### config.mk
export PLATFORM = sky130hd
export DESIGN_NAME = kbd_ps2_io
export DESIGN_NICKNAME = d
export VERILOG_FILES = /design/src/rtl/kbd_io_pkg.sv /design/src/rtl/ps2_rx_frame.sv /design/src/rtl/kbd_ps2_io.sv
export SDC_FILE = /design/constraint.sdc
export NUM_CORES = 1
export LEC_CHECK = 0
export ABC_AREA = 1
export BUFFER_PORTS_ARGS = -buffer_cell sky130_fd_sc_hd__buf_2
export CAP_MARGIN = 20
export CELL_PAD_IN_SITES_DETAIL_PLACEMENT = 1
export CELL_PAD_IN_SITES_GLOBAL_PLACEMENT = 1
export CORE_MARGIN = 5
export CORE_UTILIZATION = 35
export CTS_CLUSTER_DIAMETER = 50
export DETAILED_ROUTE_END_ITERATION = 16
export PLACE_DENSITY = 0.68
export SYNTH_ARGS = -nofsm -noshare
export SYNTH_HDL_FRONTEND = slang
export SYNTH_SLANG_ARGS = --single-unit
### constraint.sdc
create_clock -name clk -period 2.5 [get_ports clk]
set_input_delay 0.5 -clock clk [delete_from_list [all_inputs] [get_ports clk]]
set_output_delay 0.5 -clock clk [all_outputs]
set_load 0.01 [all_outputs]
### src/rtl/kbd_io_pkg.sv
// rtl/kbd_io_pkg.sv - shared types and constants for the PS/2 keyboard I/O port
package kbd_io_pkg;

  typedef enum logic [1:0] {
    RX_IDLE,
    RX_DATA,
    RX_PARITY,
    RX_STOP
  } rx_state_t;

  localparam int ST_NE     = 0;
  localparam int ST_FULL   = 1;
  localparam int ST_OVF    = 2;
  localparam int ST_ERR    = 3;
  localparam int ST_CNT_LO = 4;
  localparam int ST_CNT_HI = 7;

  localparam logic [7:0] BREAK_PREFIX = 8'hF0;

endpackage

### src/rtl/ps2_rx_frame.sv
// rtl/ps2_rx_frame.sv - PS/2 device-to-host frame receiver: sync, edge detect, frame FSM, timeout
module ps2_rx_frame
  import kbd_io_pkg::*;
#(
  parameter int TIMEOUT = 50000
) (
  input  logic       clk,
  input  logic       clrn,
  input  logic       ps2_clk,
  input  logic       ps2_data,
  output logic       byte_vld,
  output logic [7:0] rx_byte,
  output logic       frame_err,
  output logic       rx_abort
);

  localparam int TW = $clog2(TIMEOUT + 1);

  // clk_sync[0..1] is the synchronizer, clk_sync[2] the previous stage for edge detect
  logic [2:0]    clk_sync;
  logic [1:0]    dat_sync;
  logic          fall;
  logic          dat_smp;

  rx_state_t     state, state_nxt;
  logic [2:0]    bit_cnt, bit_cnt_nxt;
  logic [7:0]    shreg, shreg_nxt;
  logic          par, par_nxt;
  logic [TW-1:0] to_cnt, to_cnt_nxt;

  always_ff @(posedge clk or negedge clrn) begin
    if (!clrn) begin
      clk_sync <= 3'b111;
      dat_sync <= 2'b11;
      fall     <= 1'b0;
      dat_smp  <= 1'b1;
    end else begin
      clk_sync <= {clk_sync[1:0], ps2_clk};
      dat_sync <= {dat_sync[0], ps2_data};
      fall     <= clk_sync[2] & ~clk_sync[1];
      dat_smp  <= dat_sync[1];
    end
  end

  always_ff @(posedge clk or negedge clrn) begin
    if (!clrn) begin
      state   <= RX_IDLE;
      bit_cnt <= '0;
      shreg   <= '0;
      par     <= 1'b0;
      to_cnt  <= '0;
    end else begin
      state   <= state_nxt;
      bit_cnt <= bit_cnt_nxt;
      shreg   <= shreg_nxt;
      par     <= par_nxt;
      to_cnt  <= to_cnt_nxt;
    end
  end

  always_comb begin
    state_nxt   = state;
    bit_cnt_nxt = bit_cnt;
    shreg_nxt   = shreg;
    par_nxt     = par;
    to_cnt_nxt  = to_cnt;
    byte_vld    = 1'b0;
    frame_err   = 1'b0;
    rx_abort    = 1'b0;
    if (state == RX_IDLE) begin
      to_cnt_nxt = '0;
      if (fall && !dat_smp) begin
        state_nxt   = RX_DATA;
        bit_cnt_nxt = '0;
      end
    end else if (fall) begin
      to_cnt_nxt = '0;
      case (state)
        RX_DATA: begin
          shreg_nxt   = {dat_smp, shreg[7:1]};
          bit_cnt_nxt = bit_cnt + 3'd1;
          if (bit_cnt == 3'd7) state_nxt = RX_PARITY;
        end
        RX_PARITY: begin
          par_nxt   = dat_smp;
          state_nxt = RX_STOP;
        end
        RX_STOP: begin
          // good frame needs stop=1 and odd parity over data plus parity bit
          byte_vld  = 1'b1;
          frame_err = ~(dat_smp & (^{shreg, par}));
          state_nxt = RX_IDLE;
        end
        default: state_nxt = RX_IDLE;
      endcase
    end else if (to_cnt == TW'(TIMEOUT)) begin
      state_nxt  = RX_IDLE;
      to_cnt_nxt = '0;
      rx_abort   = 1'b1;
    end else begin
      to_cnt_nxt = to_cnt + TW'(1);
    end
  end

  assign rx_byte = shreg;

endmodule

### src/rtl/kbd_ps2_io.sv
// rtl/kbd_ps2_io.sv - CPU keyboard I/O responder: scancode FIFO, sticky flags, read mux
// Optional break-prefix folding is enabled by defining KBD_BREAK_FILTER_EN.
module kbd_ps2_io
  import kbd_io_pkg::*;
#(
  parameter int DEPTH_LOG2 = 3,
  parameter int TIMEOUT    = 50000
) (
  input  logic        clk,
  input  logic        clrn,
  input  logic        ps2_clk,
  input  logic        ps2_data,
  input  logic        io_rdn,
  input  logic        io_sel,
  output logic [31:0] io_data,
  output logic        kbd_rdy
);

  localparam int DEPTH = 1 << DEPTH_LOG2;
  localparam int CW    = DEPTH_LOG2 + 1;
`ifdef KBD_BREAK_FILTER_EN
  localparam int FW = 9;
`else
  localparam int FW = 8;
`endif

  logic                  byte_vld;
  logic [7:0]            rx_byte;
  logic                  frame_err;

  logic [FW-1:0]         mem [DEPTH];
  logic [DEPTH_LOG2-1:0] wr_ptr, rd_ptr;
  logic [CW-1:0]         count, count_nxt;
  logic                  err, ovf;
  logic                  empty, full, pop, push_req, push_ok, stat_rd;
  logic [FW-1:0]         push_word, code;
  logic [3:0]            cnt4;
  logic [31:0]           status_word, data_word;

`ifdef KBD_BREAK_FILTER_EN
  logic rx_abort;
  logic is_prefix;
  logic break_pend;
`endif

  ps2_rx_frame #(
    .TIMEOUT (TIMEOUT)
  ) u_rx (
    .clk       (clk),
    .clrn      (clrn),
    .ps2_clk   (ps2_clk),
    .ps2_data  (ps2_data),
    .byte_vld  (byte_vld),
    .rx_byte   (rx_byte),
    .frame_err (frame_err),
`ifdef KBD_BREAK_FILTER_EN
    .rx_abort  (rx_abort)
`else
    .rx_abort  ()
`endif
  );

`ifdef KBD_BREAK_FILTER_EN
  assign is_prefix = byte_vld & ~frame_err & (rx_byte == BREAK_PREFIX);
  assign push_req  = byte_vld & ~frame_err & ~is_prefix;
  assign push_word = {break_pend, rx_byte};

  always_ff @(posedge clk or negedge clrn) begin
    if (!clrn)                                           break_pend <= 1'b0;
    else if (is_prefix)                                  break_pend <= 1'b1;
    else if (push_req || (byte_vld && frame_err) || rx_abort) break_pend <= 1'b0;
  end
`else
  assign push_req  = byte_vld & ~frame_err;
  assign push_word = rx_byte;
`endif

  assign empty   = (count == '0);
  assign full    = (count == CW'(DEPTH));
  assign pop     = ~io_rdn & ~io_sel & ~empty;
  assign stat_rd = ~io_rdn & io_sel;
  // a pop on the same edge frees the slot, so a full FIFO still accepts the push
  assign push_ok = push_req & (~full | pop);

  always_comb begin
    count_nxt = count;
    if (push_ok && !pop)      count_nxt = count + CW'(1);
    else if (pop && !push_ok) count_nxt = count - CW'(1);
  end

  always_ff @(posedge clk or negedge clrn) begin
    if (!clrn) begin
      wr_ptr  <= '0;
      rd_ptr  <= '0;
      count   <= '0;
      kbd_rdy <= 1'b0;
      err     <= 1'b0;
      ovf     <= 1'b0;
    end else begin
      if (push_ok) wr_ptr <= wr_ptr + 1'b1;
      if (pop)     rd_ptr <= rd_ptr + 1'b1;
      count   <= count_nxt;
      kbd_rdy <= (count_nxt != '0);
      err     <= (byte_vld & frame_err) | (err & ~stat_rd);
      ovf     <= (push_req & full & ~pop) | (ovf & ~stat_rd);
    end
  end

  always_ff @(posedge clk) begin
    if (push_ok) mem[wr_ptr] <= push_word;
  end

  assign code = empty ? '0 : mem[rd_ptr];
  assign cnt4 = 4'(count);

  always_comb begin
    status_word                      = '0;
    status_word[ST_NE]               = ~empty;
    status_word[ST_FULL]             = full;
    status_word[ST_OVF]              = ovf;
    status_word[ST_ERR]              = err;
    status_word[ST_CNT_HI:ST_CNT_LO] = cnt4;
  end

`ifdef KBD_BREAK_FILTER_EN
  assign data_word = {22'b0, ~empty, code};
`else
  assign data_word = {23'b0, ~empty, code};
`endif

  assign io_data = io_sel ? status_word : data_word;

endmodule

# Word-level counts from Yosys, hierarchy flattened
# Memory sizes are Yosys's and may differ from the RTL's.
# Cells that the tools add are included.
# classes
addsub	6
eq_ne	8
n_mux	25
bitwise	25
reduce_logical	17
# ops
op	n
two-way mux 16 bit	3
adder 16 x 1 -> 16 bit, second input constant	1
== test 16 bit, second input constant	1
AND 1 bit	12
two-way mux 3 bit	4
AND reduction 3 bit	4
two-way mux 2 bit	5
NOT 1 bit	10
adder 3 x 1 -> 3 bit, second input constant	3
two-way mux 9 bit	1
XOR reduction 9 bit	1
two-way mux 1 bit	8
two-way mux 4 bit	2
two-way mux 8 bit	1
adder 4 x 1 -> 4 bit, second input constant	1
== test 2 bit, second input constant	2
== test 4 bit, second input constant	1
logical NOT 4 bit	1
inequality test 4 bit, second input constant	1
one-hot mux 2 bit (2 select lines)	1
nonzero test 2 bit	2
nonzero test 4 bit	1
subtractor 4 x 1 -> 4 bit, second input constant	1
== test 3 bit, second input constant	1
other kinds (7)	13
# word_totals
ff_bits	50
mem_bits_rw	64
inputBits	6
out_inout_bits	33
wordCells	97
memories	1
# mem_list
memory	depth	word_bits	read_ports	rd_clocked_by_memory_dff	wr	line	text
mem	8	8	1	0	1	kbd_ps2_io.sv:31	logic [FW-1:0] mem [DEPTH];

# Logic depth before layout (Yosys ltp)
# depth
ltp_word	14
ltp_mapped	16
depth_no_buf	16

# Modules after synthesis
# From an unflattened synthesis, not the netlist that was laid out.
# hier_totals
cells_unflattened	544
area_unflattened_um2	5416.4
# modules_own_cells
module	n_inst	cells_per_inst	area_each_um2	seq_area_each_um2
kbd_ps2_io	1	323	3545.9	2247.2
ps2_rx_frame	1	221	1870.5	933.4

# Worst setup path before layout
# No wires, ideal clock.
# synth_timing
path_kind	reg-to-reg
from	register count[0] (netlist: cnt4[0])
to	memory mem[1][0] (enable)
setup_ns	0.383
t_arrival_ns	2.082
required_ns	2.117
slack_ns	0.035
path_stages_with_launch	14
path_buffers	0
synth_period_minus_slack_ns	2.465
cell_sequence	dfrtp_1 -> inv_1 -> ha_1 -> nand2_2 -> nor2_2 -> nor2_8 -> inv_2 -> nor2_8 -> inv_2 -> nand2_2 -> nand2_2 -> inv_2 -> nand2_1 -> nor3_1
# synth_via
elab_chain_cells	7
elab_cells_between_ends	9
classes_between	eq/ne: 1; mux: 2; bitwise: 5; reduce/logical: 1
# synth_lines
item	line	text
start, declared	kbd_ps2_io.sv:33	logic [CW-1:0] count, count_nxt;
start signal, assigned	kbd_ps2_io.sv:102	count <= count_nxt;
logical NOT 4 bit	kbd_ps2_io.sv:78	assign empty = (count == '0);
NOT 1 bit	kbd_ps2_io.sv:80	assign pop = ~io_rdn & ~io_sel & ~empty;
AND 1 bit	kbd_ps2_io.sv:80	
bitwise OR 1 bit *	kbd_ps2_io.sv:83	assign push_ok = push_req & (~full | pop);
AND 1 bit *	kbd_ps2_io.sv:83	
two-way mux 1 bit *	kbd_ps2_io.sv:110	if (push_ok) mem[wr_ptr] <= push_word;
two-way mux 1 bit (implied by the code) *	kbd_ps2_io.sv:110	
end, declared	kbd_ps2_io.sv:31	
# Mark *: on every way between the ends. The rest lies on a longest branch, timed or not.

# Worst setup path in the final report
# layout_timing
from	register rd_ptr[1]
to	output io_data[5]
# layout_via
elab_chain_cells	3
# layout_lines
item	line	text
start, declared	kbd_ps2_io.sv:32	logic [DEPTH_LOG2-1:0] wr_ptr, rd_ptr;
start signal, assigned	kbd_ps2_io.sv:101	if (pop) rd_ptr <= rd_ptr + 1'b1;
memory (8 x 8 bit)	n/a	
two-way mux 8 bit	kbd_ps2_io.sv:113	assign code = empty ? '0 : mem[rd_ptr];
two-way mux 9 bit	kbd_ps2_io.sv:131	assign io_data = io_sel ? status_word : data_word;
end, declared	kbd_ps2_io.sv:15	output logic [31:0] io_data,
# Every way passes these cells.

==> results.sh <==
export IMPL_status="finished, violations left"
export IMPL_violations="setup timing"
export IMPL_maxCapViolations=0
export IMPL_place_hpwl_mm=9.16
export IMPL_core_area_mm2=0.0150
export IMPL_track_usage=0.157
export IMPL_clk_pin_slew_ns=0.05
export IMPL_antenna_found_initial=0
export IMPL_setup_ws_ns=-0.0162
export IMPL_routed_wl_mm=13.5
export IMPL_power_density_mw_per_mm2=1170
export IMPL_synth_edf_count=64
export IMPL_final_nets=570
export IMPL_grt_pass1_vias=3922
export IMPL_drive_above_1_share=0.234
export IMPL_grt_pass1_wl_mm=21.6
export IMPL_fin_skew_ns=0.0141
export IMPL_max_slew_worst_pin_slew_ns=0.643
export IMPL_yosysUniqueCellTypes=40
export IMPL_rsz0062_at_grt="true"
export IMPL_drc=0
export IMPL_vias=3787
export IMPL_ys_seq_area_frac=0.599
export IMPL_report_final_hold_viol_count=0
export IMPL_port_buffers=15
export IMPL_cts_buffers=17
export IMPL_r2r_start="cnt4[0]$_DFF_PN0_"
export IMPL_maxSlewViolCount=0
export IMPL_fin_area_mm2=0.00650
export IMPL_postSynthAreaPerCell_um2=10.6
export IMPL_finalPower_uw=7630
export IMPL_die_area_mm2=0.0177
export IMPL_slew_headroom=0.571
export IMPL_critPathLaunchType="register"
export IMPL_synthesis_instances=501
export IMPL_required_ns=2.00
export IMPL_reg2reg_setup_slack_ns=0.13
export IMPL_fp_row_count=45
export IMPL_clock_latency_ns=0.42
export IMPL_leakagePower_uw=0.00276
export IMPL_fin_crit_ns=2.52
export IMPL_grt_max_degree=30
export IMPL_firstDrtPassIters=4
export IMPL_yosysTopAreaCellShare=0.362
export IMPL_critical_path_endpoint_type="primary output"
export IMPL_drtAntennaViolNets=0
export IMPL_ys_flop_type="edfxtp_1"
export IMPL_synth_top_area_cell="edfxtp_1"
export IMPL_hold_path_class="in -> async"
export IMPL_synthArstFlopShare=0.439
export IMPL_die_h_um=133
export IMPL_die_w_um=133
export IMPL_final_setup_tns_ns=-0.0282
export IMPL_first_iter_violations=189
export IMPL_postCtsHoldBufs=0
export IMPL_ir_drop_uv=540
export IMPL_ys_ff_latch=114
export IMPL_clock_path_buffers=2
export IMPL_placedInstanceArea_mm2=0.00568
export IMPL_synth_area_mm2=0.00531
export IMPL_num_antenna_cells=0
export IMPL_grt_ovfl_total=0
export IMPL_gp_congestion=0.911
export IMPL_vias_per_cell=5.04
export IMPL_ios=39
export IMPL_cp_arrival_ns=2.02
export IMPL_fin_util=0.432
export IMPL_synth_area_leaders="edfxtp_1 (36%), dfrtp_1 (21%), nand2_1 (6.0%)"
export IMPL_cts_htree_levels=4
export IMPL_crit_path_max_fanout=13
export IMPL_initial_core_util=0.353
export IMPL_critPathKind="reg -> out"
export IMPL_routedWlPerCell_um=18.0
export IMPL_cts_sinks=114
export IMPL_area_delta_synth_final_pct=22.3
export IMPL_fmax_mhz=397
export IMPL_min_period_over_period=1.01
export IMPL_cp_startpoint="rd_ptr[1]$_DFFE_PN0P_"
export IMPL_cts_tree="done"
export IMPL_finalSetupViolCount=2
export IMPL_yosysWarnings=0
export IMPL_cts_root_buf="clkbuf_16"
-- final timing paths --
| check | to | depth (start not counted) |
|---|---|---|
| max | io_data[5] | 5 |
| min | u_rx.to_cnt[15]$_DFF_PN0_ | 1 |
| max reg2reg | mem[0][5]$_DFFE_PP_ | 13 |
| min reg2reg | u_rx.dat_sync[1]$_DFF_PN1_ | 0 |
| max in group asynchronous | rd_ptr[1]$_DFFE_PN0P_ | 2 |
| min in group clk | u_rx.clk_sync[0]$_DFF_PN1_ | 1 |
-- repair_timing --
item                       CTS  global route
setup endpoints to repair    8            45
pin swaps                    1             3
setup buffers                0             3
gates resized for setup     16            28
cloned                       1             1
-- state kept, by name, summed over array words and instances (netlist names), 2 cells and up --
signal,count
cnt4,4
mem,64
rd_ptr,3
u_rx.bit_cnt,3
u_rx.clk_sync,3
u_rx.dat_sync,2
u_rx.rx_byte,8
u_rx.state,2
u_rx.to_cnt,16
wr_ptr,3
-- worst max-delay path, cell delays in order (launching register included) --
cell,delay [ns]
dfrtp_4,0.55
buf_4,0.19
o32ai_2,0.42
o211ai_1,0.15
o21ai_1,0.11
buf_2,0.16
-- per-stage QoR --
step | hold WS [ns] | setup WS, ns | instances
floorplan | 0.204 | 0.0350 | 523
global placement | 0.345 | 0.248 | 715
detailed placement | 0.347 | 0.102 | 715
CTS | 0.120 | -0.0127 | 748
global route | 0.159 | -0.0612 | 752
finish | 0.104 | -0.0162 | 752
-- area by class of cell --
class                   count  area (µm²)
well taps                 188         235
clock buffers              25         539
flip-flops and latches    114        3190
clock inverters             7        66.3
multi-input cells         321        1900
fillers                  1633        8540
repair buffers             43         365
inverters                  54         208
-- cells in the mapped netlist, drive strengths merged, types with 7 or more instances --
cell type  instances
a21oi             13
buf               24
clkbuf            10
dfrtp             44
edfxtp            64
ha                13
inv               53
mux2i              7
nand2             90
nand3             19
nor2              58
nor3              11
o211ai            10
o21ai             38
o221ai             7
o32ai              7
xor2               8
-- power breakdown --
part | total [µW] | internal (µW) | leakage, µW | switching [µW]
clock | 2420 | 1590 | 0.000298 | 827
sequential | 2640 | 2340 | 0.00121 | 295
combinational | 2580 | 986 | 0.00125 | 1590
total | 7630 | 4920 | 0.00276 | 2710
-- layout by cell type, fill, tap and decap left out, types with 3 or more instances in the layout --
master and instances:
buf_2 14, clkbuf_1 3, nand3_1 18, o32ai_1 3
o21ai_1 10, o21ai_2 3, dfstp_2 6, nand2_1 82
o221ai_1 6, xor2_1 8, nor2_1 51, nor3_1 3
clkinv_2 4, nand2_2 8, nand4_1 3, a21oi_1 13
o211ai_1 10, buf_6 4, clkbuf_16 21, o32ai_2 4
buf_4 21, dfrtp_1 41, edfxtp_1 64, o21ai_0 25
mux2i_2 3, nor2_4 3, conb_1 23, nor3_2 4
nor3_4 4, inv_2 9, ha_1 12, inv_1 43
mux2i_1 4
-- per-layer routing --
layer,vias up,GRT usage,part of all wire
met5,-,0,0
li1,1768,-,-
met3,26,0.0378,0.043
met1,1890,0.195,0.42
met4,0,0.0583,0.028
met2,103,0.267,0.51
-- cells by family after synthesis --
logic type / synth area share
multiplexers: 0.0132
AO/OA/AOI/OAI: 0.0987
adder cells (fa/ha/maj): 0.0306
flip-flops: 0.599
XOR/XNOR: 0.0132
AND/OR/NAND/NOR: 0.166
other: 0.000706
buffers and inverters: 0.0786
(Power assumes the default switching activity.)
